## src/rtl/line_buffer_ctrl.sv

```systemverilog
// Ping-pong line buffer sequencer: one bank of the external simple dual-port
// RAM fills from the input stream while the other bank drains to the output
// stream through a 2-entry skid buffer.
//
// Write FSM
//   state   | meaning
//   W_FILL  | bank[wr_bank] is FREE, input beats are accepted
//   W_WAIT  | bank[wr_bank] still FULL, waiting for the reader to free it
// Read FSM
//   state   | meaning
//   R_IDLE  | bank[rd_bank] holds no complete line
//   R_DRAIN | bank[rd_bank] is FULL, reads are issued as skid space allows
module line_buffer_ctrl #(
    parameter int SIZE       = 24,
    parameter int LINE_WIDTH = 1280,
    localparam int CW        = $clog2(LINE_WIDTH + 1),
    localparam int AW        = $clog2(2 * LINE_WIDTH)
) (
    input  logic            clk,
    input  logic            rst_n,
    input  logic            in_valid,
    input  logic [SIZE-1:0] in_data,
    input  logic            in_last,
    output logic            in_ready,
    output logic            out_valid,
    output logic [SIZE-1:0] out_data,
    output logic            out_last,
    input  logic            out_ready,
    output logic [AW-1:0]   ram_waddr,
    output logic [SIZE-1:0] ram_wdata,
    output logic            ram_wen,
    output logic [AW-1:0]   ram_raddr,
    input  logic [SIZE-1:0] ram_rdata,
    output logic            overflow,
    output logic [1:0]      lines_held
);

    typedef enum logic {W_FILL, W_WAIT} w_state_t;
    typedef enum logic {R_IDLE, R_DRAIN} r_state_t;

    w_state_t        w_state, w_next;
    r_state_t        r_state, r_next;
    logic [1:0]      full, full_n;
    logic [CW-1:0]   len_q [2];
    logic            wr_bank, rd_bank, wr_bank_n, rd_bank_n;
    logic [CW-1:0]   wcnt, rcnt;
    logic            infl, infl_last;
    logic [SIZE-1:0] sk_data [2];
    logic            sk_last [2];
    logic [1:0]      sk_cnt;
    logic [1:0]      occ;
    logic            wr_fire, wr_at_end, wr_close;
    logic            rd_active, rd_issue, rd_last_issue;
    logic            pop, sk_wr_idx;

    // Write side: accept, address and close decisions
    always_comb begin
        in_ready  = (w_state == W_FILL);
        wr_fire   = in_valid && in_ready;
        wr_at_end = (wcnt == CW'(LINE_WIDTH - 1));
        wr_close  = wr_fire && (in_last || wr_at_end);
        overflow  = wr_fire && wr_at_end && !in_last;
        ram_wen   = wr_fire;
        ram_wdata = in_data;
        ram_waddr = (wr_bank ? AW'(LINE_WIDTH) : AW'(0)) + AW'(wcnt);
    end

    // Read side: issue throttled so skid entries plus in-flight reads never exceed 2.
    // The first read may go out in the cycle the bank turns FULL, before the FSM
    // has registered R_DRAIN, which keeps first-pixel latency at two cycles.
    always_comb begin
        out_valid     = (sk_cnt != 2'd0);
        out_data      = sk_data[0];
        out_last      = sk_last[0];
        pop           = out_valid && out_ready;
        occ           = sk_cnt + {1'b0, infl} - {1'b0, pop};
        rd_active     = (r_state == R_DRAIN) || full[rd_bank];
        rd_issue      = rd_active && full[rd_bank] && (occ < 2'd2);
        rd_last_issue = rd_issue && (rcnt == len_q[rd_bank] - CW'(1));
        ram_raddr     = (rd_bank ? AW'(LINE_WIDTH) : AW'(0)) + AW'(rcnt);
        sk_wr_idx     = ((sk_cnt == 2'd1) && !pop) || ((sk_cnt == 2'd2) && pop);
        lines_held    = {1'b0, full[0]} + {1'b0, full[1]};
    end

    // Next bank occupancy and FSM next states; a close and a free in the same
    // cycle always touch different banks so both apply.
    always_comb begin
        full_n = full;
        if (wr_close)      full_n[wr_bank] = 1'b1;
        if (rd_last_issue) full_n[rd_bank] = 1'b0;
        wr_bank_n = wr_bank ^ wr_close;
        rd_bank_n = rd_bank ^ rd_last_issue;
        w_next    = full_n[wr_bank_n] ? W_WAIT : W_FILL;
        r_next    = full_n[rd_bank_n] ? R_DRAIN : R_IDLE;
    end

    // FSM state registers
    always_ff @(posedge clk or negedge rst_n) begin
        if (!rst_n) begin
            w_state <= W_FILL;
            r_state <= R_IDLE;
        end else begin
            w_state <= w_next;
            r_state <= r_next;
        end
    end

    // Bank bookkeeping: occupancy, lengths, bank pointers and pixel counters
    always_ff @(posedge clk or negedge rst_n) begin
        if (!rst_n) begin
            full     <= 2'b00;
            len_q[0] <= '0;
            len_q[1] <= '0;
            wr_bank  <= 1'b0;
            rd_bank  <= 1'b0;
            wcnt     <= '0;
            rcnt     <= '0;
        end else begin
            full    <= full_n;
            wr_bank <= wr_bank_n;
            rd_bank <= rd_bank_n;
            if (wr_fire) wcnt <= wr_close ? '0 : wcnt + CW'(1);
            if (wr_close) len_q[wr_bank] <= wcnt + CW'(1);
            if (rd_issue) rcnt <= rd_last_issue ? '0 : rcnt + CW'(1);
        end
    end

    // Read pipeline and 2-entry skid buffer; head entry only moves on a pop
    always_ff @(posedge clk or negedge rst_n) begin
        if (!rst_n) begin
            infl       <= 1'b0;
            infl_last  <= 1'b0;
            sk_cnt     <= 2'd0;
            sk_data[0] <= '0;
            sk_data[1] <= '0;
            sk_last[0] <= 1'b0;
            sk_last[1] <= 1'b0;
        end else begin
            infl      <= rd_issue;
            infl_last <= rd_last_issue;
            sk_cnt    <= sk_cnt + {1'b0, infl} - {1'b0, pop};
            if (pop) begin
                sk_data[0] <= sk_data[1];
                sk_last[0] <= sk_last[1];
            end
            if (infl) begin
                sk_data[sk_wr_idx] <= ram_rdata;
                sk_last[sk_wr_idx] <= infl_last;
            end
        end
    end

endmodule

```

## config.mk

```make
export PLATFORM = sky130hd
export DESIGN_NAME = line_buffer_ctrl
export DESIGN_NICKNAME = d
export VERILOG_FILES = /design/src/rtl/line_buffer_ctrl.sv
export SDC_FILE = /design/constraint.sdc
export NUM_CORES = 1
export LEC_CHECK = 0
export ABC_AREA = 0
export CAP_MARGIN = 5
export CORE_UTILIZATION = 32
export CTS_CLUSTER_SIZE = 14
export DETAILED_ROUTE_END_ITERATION = 10
export DONT_BUFFER_PORTS = 1
export GPL_TIMING_DRIVEN = 1
export MAX_ROUTING_LAYER = met4
export PLACE_DENSITY = 0.58
export SYNTH_ARGS = -nofsm -noshare
export SYNTH_HDL_FRONTEND = slang
export SYNTH_SLANG_ARGS = --single-unit
```

## constraint.sdc

```tcl
create_clock -name clk -period 6.59 [get_ports clk]
set_input_delay 0.659 -clock clk [delete_from_list [all_inputs] [get_ports clk]]
set_output_delay 0.659 -clock clk [all_outputs]
set_load 0.02 [all_outputs]
```

==> results.yml, run 1 <==
status:
  outcome: "completed"
synth:
  synth_area_leaders: "dfrtp_1, buf_4, mux2i_1"
  synth_area_um2: 5577
  yosysSeqAreaShare_pct: 46.22
  syn-num-nets: 611
  yosysTopAreaCellShare_pct: 46.22
  synthCells: 544
  ys_ff_latch: 103
  yosys-top-cells-count: "dfrtp_1, buf_4, nor2_1"
  synth_top_flop_cell: "dfrtp_1"
  avgSynthCellArea_um2: 10.25
  synth_cell_types: 45
  synth_edf_count: 0
  synth_top_area_cell: "dfrtp_1"
  ys_warn_count: 0
  synth.most_common_cell: "dfrtp_1"
  synthArstFlopShare_pct: 100.0
drt:
  highest_layer: "met4"
  first_pass_iters: 4
  vias_per_cell: 5.044
  drc_errors: 0
  routed_wl_mm: 11.44
  met3_length_um: 869
  ant_nets: 0
  wl_met2_mm: 5.536
  wl_met1_mm: 4.765
  wl_per_cell_um: 16.36
  drtIter0Drc: 150
  dr_total_vias: 3526
timing:
  skew_ns: 0.008299
  min_period_ns: 3.881
  whs_ns: 0.2162
  slew_headroom_pct: 20.25
  worst_pin_slew_ns: 1.193
  setup_viol: 0
  rsz0062_at_grt: "no"
  setup_tns_ns: 0
  hold_viol: 0
  drv_slew: 0
  fmaxAchievable_ghz: 0.2577
  timing.final.crit_share_pct: 58.90
clocking:
  clock_latency_ns: 0.36
  post_cts_buffers: 0
  path_clk_slew_ns: 0.07
  cts_htree_levels: 3
  cts_buffer_depth: 2
  clkSinkCount: 103
  cts_root_buf: "clkbuf_16"
  numCtsBuffers: 9
  cts_tree: "built"
  ctsResizeCount: 0
setup_path:
  worstReg2RegEnd: "rcnt[1]"
  crit_chain: "or2_2 > nand2_1 > buf_4 > inv_1 > ha_1 > inv_1 > ha_1 > xor3_1 > nor2_1 > nand3_1 > a2111oi_4 > o21ai_0"
  critPathRequiredTime_ns: 6.78
  critPathArrivalTime_ns: 4.07
  critPathKind: "reg -> reg"
  slowest_stage: "a2111oi_4"
  cp-end-kind: "flop"
  r2r_cells: 12
  slowest_delay_ns: 0.88
  worstReg2RegStart: "sk_cnt[1]"
  reg2reg_slack_ns: 2.71
  crit_fanout: 26
  path_delay_family: "compound AO/OA/AOI/OAI gates"
  cp-start-kind: "flop"
  crit_buf_inv: 3
pwr:
  static-leakage-power_uw: 0.002484
  ir_drop_uv: 160.2
  power_density_nw_per_um2: 490.7
finish:
  syn2layout_area_growth_pct: 0.8301
  antennaDiodeCount: 0
  finish.utilization_pct: 33.43
  nets: 541
  drive_above_1_share_pct: 11.69
floorplanning:
  rows: 47
  dieArea_um2: 17960
  ios: 132
  die_h_um: 134.0
  die_x_um: 134.0
  coreArea_um2: 16820
  start_util_pct: 33.16
placement:
  portBuffers: 0
  gp_congestion: 0.8296
  dpl.hpwl_mm: 7.989
grt:
  grt_pass1_vias: 3517
  grt_pass1_wl_mm: 18.62
  grt-ovfl-total: 0
  track_usage_pct: 13.89
  grt_antenna_before_repair: 0
  grt_max_degree: 104
flow_run:
  cap_violations: 0
hold_path:
  hold_class: "in -> async"
## cell usage in the layout (no fill, tap or decap), types with 2 or more instances in the layout
master	count
a21oi_1	53
a31o_2	2
a31oi_1	3
and3_1	3
buf_4	2
clkbuf_16	9
dfrtp_1	103
ha_1	14
inv_1	7
inv_6	2
mux2_2	28
mux2i_1	38
nand2_1	27
nand2b_1	3
nand3_1	11
nand4_1	2
nor2_1	65
nor2b_1	2
nor3_1	10
nor4_1	3
o21a_1	2
o21ai_0	20
o31ai_1	4
or3_1	4
xnor2_1	20
xor2_1	17
## routing by layer
metal / vias up / GRT usage (%)
met5: - / -
met4: 0 / 6.492
met3: 29 / 4.762
met2: 103 / 21.56
met1: 1731 / 16.13
li1: 1663 / -
## sequential cells by signal, indices dropped and copies added, names as in the netlist
register	count
w_state	1
wcnt	11
rd_bank	1
infl_last	1
sk_data	24
out_last	1
out_data	24
len_q	22
wr_bank	1
full	2
rcnt	11
sk_cnt	2
infl	1
sk_last	1
## timing repair
action                     CTS  global route
hold endpoints to repair   103             0
hold buffers                 1             0
setup endpoints to repair    0             0
## worst max-delay path by stage
stage,from,endpoint,slack [ns],cells past startpoint
final,sk_cnt[1],rcnt[1],2.71,12
after global placement,sk_cnt[1],rcnt[1],2.85,12
after detailed placement,sk_cnt[1],rcnt[1],2.70,12
after CTS,sk_cnt[1],rcnt[1],2.72,12
after global routing,sk_cnt[1],rcnt[0],2.37,12
after floorplan,sk_cnt[1],rcnt[7],2.98,14
## kinds of logic after synthesis
family                     Yosys count  share of synthesized area (%)
buffers and inverters               93                          11.04
AOI/OAI and AO/OA                   92                          9.783
xor gates and xnor gates            38                          6.237
adders and majority gates           14                          3.141
and+or+nand+nor                    138                          11.11
muxes                               66                          12.47
DFF                                103                          46.22
## area by class of cell
class	instances	area [um2]
repair buffers	3	42.54
well taps	220	275.3
inverters	9	33.78
fillers	1737	11200
clock buffers	9	225.2
flip-flops and latches	103	2577
clock inverters	7	80.08
multi-input cells	348	2389
## power breakdown
group	internal [uW]	total, uW	switching, uW
logic	427	930	503
clock network	300	550	250
registers	906	1280	374
total	1630	2760	1130
## metrics by stage
stage / instances / total power, uW / cell area, um2 / setup WS (ns)
floorplan: 544 / 2147 / 5577 / 2.977
global placement: 682 / 2173 / 5290 / 2.854
detailed placement: 682 / 2227 / 5290 / 2.702
CTS: 699 / 2800 / 5623 / 2.715
global route: 699 / 2970 / 5623 / 2.366
finish: 699 / 2759 / 5623 / 2.709
Note: power is estimated with default switching activity, not from simulation.
==> run 2, diff against run 1 <==
- clock period: 6.59 -> 3.6 ns (I/O delays scaled with it)
==> run 2 against run 1 <==
Compared with the run above:
- clock-buffer cell count rose by 1
- global-route usage fell by 0.31 points
- power rose by 83%
- final cell count rose by 0.72%
- flip-flop and latch count did not move
- cell area rose by 0.73%
- combinational power rose by 84%
- fmax rose by 25%
- critical path type unchanged
- critical endpoint unchanged
==> results.yml, run 2 (synthesis results as in run 1) <==
drt:
  wl_per_cell_um: 16.17
  ant_nets: 0
  drc_errors: 0
  routed_wl_mm: 11.38
  dr_total_vias: 3528
  first_pass_iters: 4
  vias_per_cell: 5.011
  drtIter0Drc: 170
grt:
  grt_pass1_vias: 3506
  grt-ovfl-total: 0
  track_usage_pct: 13.58
  grt_antenna_before_repair: 0
  grt_max_degree: 104
  grt_pass1_wl_mm: 18.32
clocking:
  cts_root_buf: "clkbuf_16"
  cts_htree_levels: 3
  hold_buffers: 2
  post_cts_buffers: 0
  numCtsBuffers: 9
  cts_tree: "built"
  path_clk_slew_ns: 0.07
  clkSinkCount: 103
  ctsResizeCount: 0
  cts_buffer_depth: 2
  clock_latency_ns: 0.35
timing:
  timing.final.crit_share_pct: 85.95
  slew_headroom_pct: 22.82
  whs_ns: 0.1230
  worst_pin_slew_ns: 1.155
  setup_viol: 0
  rsz0062_at_grt: "no"
  min_period_ns: 3.094
  drv_slew: 0
  fmaxAchievable_ghz: 0.3232
  setup_tns_ns: 0
  hold_viol: 0
  skew_ns: 0.006489
floorplanning:
  dieArea_um2: 17960
  coreArea_um2: 16820
  start_util_pct: 33.16
  rows: 47
  die_x_um: 134.0
  die_h_um: 134.0
  ios: 132
pwr:
  finalPower_uw: 5045
  switching_share_pct: 40.47
  power_frac_clock_pct: 19.9
  ir_drop_uv: 398.4
  cell_internal_pwr_uw: 3003
  p_seq_share_pct: 46.3
  power_density_nw_per_um2: 890.7
  power.combinational.fraction_pct: 33.8
  static-leakage-power_uw: 0.002506
  p_sw_uw: 2042
setup_path:
  path_delay_family: "simple AND/OR/NAND/NOR gates"
  slowest_stage: "dfrtp_1"
  critPathRequiredTime_ns: 3.82
  critPathKind: "reg -> reg"
  cp-start-kind: "flop"
  cp-end-kind: "flop"
  critPathArrivalTime_ns: 3.32
  crit_buf_inv: 3
  crit_chain: "or2_2 > nand2_1 > inv_1 > ha_1 > inv_1 > ha_1 > xor3_1 > nor2_1 > nand3_1 > a2111oi_4 > buf_4 > o21ai_0"
  slowest_delay_ns: 0.40
  crit_fanout: 16
finish:
  syn2layout_area_growth_pct: 1.571
  n_fill_cell: 1719
  most-common-layout-cells: "dfrtp_1, nor2_1, a21oi_1"
  nets: 546
  antennaDiodeCount: 0
  drive_above_1_share_pct: 12.40
  final_common_cell: "dfrtp_1"
flow_run:
  cap_violations: 0
placement:
  portBuffers: 0
  dpl.hpwl_mm: 8.011
  gp_congestion: 0.8532
status:
  outcome: "completed"
hold_path:
  hold_class: "in -> reg"
## run 2: changes by cell type in the layout (fill, tap and decap cells not counted), sizes merged
cell	before	now
buf	3	7
clkbuf	9	10
clkinvlp	1	2
dlygate4sd3	0	1
inv	11	9
## run 2: final timing paths
check | start | endpoint | slack, ns | depth (start not counted)
worst max-delay path | sk_cnt[1] | rcnt[1] | 0.51 | 12
worst min-delay path | in_last | wcnt[10] | 0.12 | 1
worst max register to register | sk_cnt[1] | rcnt[1] | 0.51 | 12
worst min register to register | infl_last | sk_last[0] | 0.51 | 1
max in group asynchronous | rst_n | wcnt[7] | 2.57 | 2
min in group asynchronous | rst_n | sk_data[4] | 0.60 | 2
## run 2: power by group through the flow
stage / clock network [uW] / logic, uW / registers [uW]
final: 1000 / 1710 / 2330
after global placement: 0 / 1630 / 2340
after detailed placement: 0 / 1700 / 2370
after CTS: 1040 / 1740 / 2340
after floorplan: 0 / 1980 / 1950
after global routing: 1090 / 1930 / 2410
## run 2: per-layer routing
layer	part of all wire [%]	track usage [%]	routed length (um)
met2	51	22.80	5805
met5	0	-	0
met4	0.82	3.433	93
met1	40	14.66	4559
met3	8.1	5.933	923
## run 2: cell type report
class	instances	area [um2]	area share (%)
Clock inverter	6	67.56	1.193
Sequential cell	103	2577	45.50
Clock buffer	10	239.0	4.219
Timing Repair Buffer	8	82.58	1.458
Tap cell	220	275.3	4.860
Multi-Input combinational cell	348	2389	42.17
Inverter	9	33.78	0.5964
## run 2: metrics by stage
step | instance area, um2 | worst slack (ns) | instances | util, %
global route | 5664 | 0.2821 | 704 | 33.68
global placement | 5320 | 0.6548 | 686 | 31.63
finish | 5664 | 0.5057 | 704 | 33.68
CTS | 5664 | 0.5080 | 704 | 33.68
detailed placement | 5320 | 0.5098 | 686 | 31.63
floorplan | 5578 | 0.1610 | 544 | -
==> run 3, diff against run 2 <==
- SLEW_MARGIN: unset -> 20
==> run 3 against run 2 <==
Compared with the run above:
- die area unchanged
- clock power barely moved
- clock skew is 0.0032 ns higher
- power fell by 0.60%
- routed wire length is 1.4% lower
- core utilization down 0.052 points
- final cell count shrank 0.14%
- via count shrank 0.37%
- critical path type unchanged
==> results.yml, run 3 (synthesis results as in run 1) <==
timing:
  drv_slew: 0
  slew_headroom_pct: 35.32
  rsz0062_at_grt: "no"
  min_period_ns: 3.071
  skew_ns: 0.009652
  hold_viol: 0
  timing.final.crit_share_pct: 85.30
  fmaxAchievable_ghz: 0.3257
  setup_viol: 0
  setup_tns_ns: 0
  worst_pin_slew_ns: 0.9691
setup_path:
  worstReg2RegEnd: "rcnt[1]"
  crit_fanout: 16
  critPathRequiredTime_ns: 3.82
  cp-start-kind: "flop"
  critPathKind: "reg -> reg"
  startpoint: "sk_cnt[1]"
  reg2reg_slack_ns: 0.53
  cp-end-kind: "flop"
  r2r_cells: 12
  critPathArrivalTime_ns: 3.29
  endpoint: "rcnt[1]"
  worstReg2RegStart: "sk_cnt[1]"
pwr:
  power_frac_clock_pct: 19.5
  switching_share_pct: 40.52
  ir_drop_uv: 368.0
  p_seq_share_pct: 46.5
  static-leakage-power_uw: 0.002507
  power_density_nw_per_um2: 886.8
  power.combinational.fraction_pct: 34.0
  finalPower_uw: 5015
  cell_internal_pwr_uw: 2983
  p_sw_uw: 2032
drt:
  ant_nets: 0
  dr_total_vias: 3515
  vias_per_cell: 5.000
  drc_errors: 0
  drtIter0Drc: 128
  wl_per_cell_um: 15.97
  routed_wl_mm: 11.23
  first_pass_iters: 4
floorplanning:
  coreArea_um2: 16820
  start_util_pct: 33.16
  die_h_um: 134.0
  dieArea_um2: 17960
  die_x_um: 134.0
  ios: 132
  rows: 47
grt:
  grt_pass1_wl_mm: 18.21
  grt_pass1_vias: 3484
  grt_max_degree: 104
  grt_antenna_before_repair: 0
  grt-ovfl-total: 0
  track_usage_pct: 13.29
placement:
  gp_congestion: 0.8532
  dpl.hpwl_mm: 8.022
  portBuffers: 0
clocking:
  clkSinkCount: 103
  path_clk_slew_ns: 0.07
  cts_root_buf: "clkbuf_16"
  clock_latency_ns: 0.35
  cts_tree: "built"
  numCtsBuffers: 9
  cts_htree_levels: 3
  cts_buffer_depth: 2
flow_run:
  cap_violations: 0
finish:
  antennaDiodeCount: 0
  final_common_cell: "dfrtp_1"
  drive_above_1_share_pct: 12.42
  syn2layout_area_growth_pct: 1.413
  n_fill_cell: 1725
  most-common-layout-cells: "dfrtp_1, nor2_1, a21oi_1"
  nets: 546
hold_path:
  hold_class: "in -> reg"
status:
  outcome: "completed"
run 3: how the worst min path moves through the flow:
| stage | start | endpoint | slack (ns) | depth (start not counted) |
|---|---|---|---|---|
| after detailed placement | rst_n | out_data[4] | 0.07 | 0 |
| final | in_last | wcnt[10] | 0.12 | 1 |
| after global placement | rst_n | out_data[5] | 0.07 | 0 |
| after global routing | in_last | wcnt[10] | 0.10 | 1 |
| after floorplan | rst_n | full[0] | 0.06 | 0 |
| after CTS | in_last | wcnt[10] | 0.11 | 1 |
run 3: what timing repair did:
item                                   CTS  global route
gates resized for setup                  0             0
hold buffers                             2             0
buffers inserted                         0             0
endpoints found under the hold margin  103             0
run 3: critical path, cell delays in order (launching register included):
cell and delay [ns]:
dfrtp_1 0.40, or2_2 0.37, nand2_1 0.11, inv_1 0.05
ha_1 0.27, inv_1 0.06, ha_1 0.14, xor3_1 0.31
nor2_1 0.32, nand3_1 0.18, a2111oi_4 0.34, buf_4 0.27
o21ai_0 0.12
run 3: layer usage:
metal  track usage, %  vias to the layer above  part of all wire (%)
li1                 -                     1675                     -
met1            15.32                     1734                    42
met2            21.82                       95                    50
met3            4.724                       11                   7.7
met4            3.683                        0                   1.0
met5                -                        -                     0
run 3: layout make-up:
type	count	area [um2]	share of cell area, %
Timing Repair Buffer	8	82.58	1.460
Sequential cell	103	2577	45.58
Tap cell	220	275.3	4.867
Multi-Input combinational cell	348	2391	42.28
Clock inverter	6	70.07	1.239
Clock buffer	9	225.2	3.982
Inverter	9	33.78	0.5973
run 3: power by group through the flow:
stage	clock network (uW)	logic, uW	registers, uW
after floorplan	0	1980	1950
after CTS	1020	1730	2350
after global routing	1070	1920	2410
after global placement	0	1630	2340
after detailed placement	0	1690	2370
final	979	1700	2330
run 3: metrics by stage:
step	setup WS [ns]	utilization [%]	hold WS [ns]	instance area, um2	std cells
4_1_cts	0.5038	33.63	0.1128	5655	703
6_report	0.5293	33.63	0.1226	5655	703
2_1_floorplan	0.1610	-	0.06441	5578	544
3_5_place_dp	0.5038	31.65	0.06653	5323	686
3_3_place_gp	0.6548	31.63	0.06657	5320	686
5_1_grt	0.2690	33.63	0.1007	5655	703
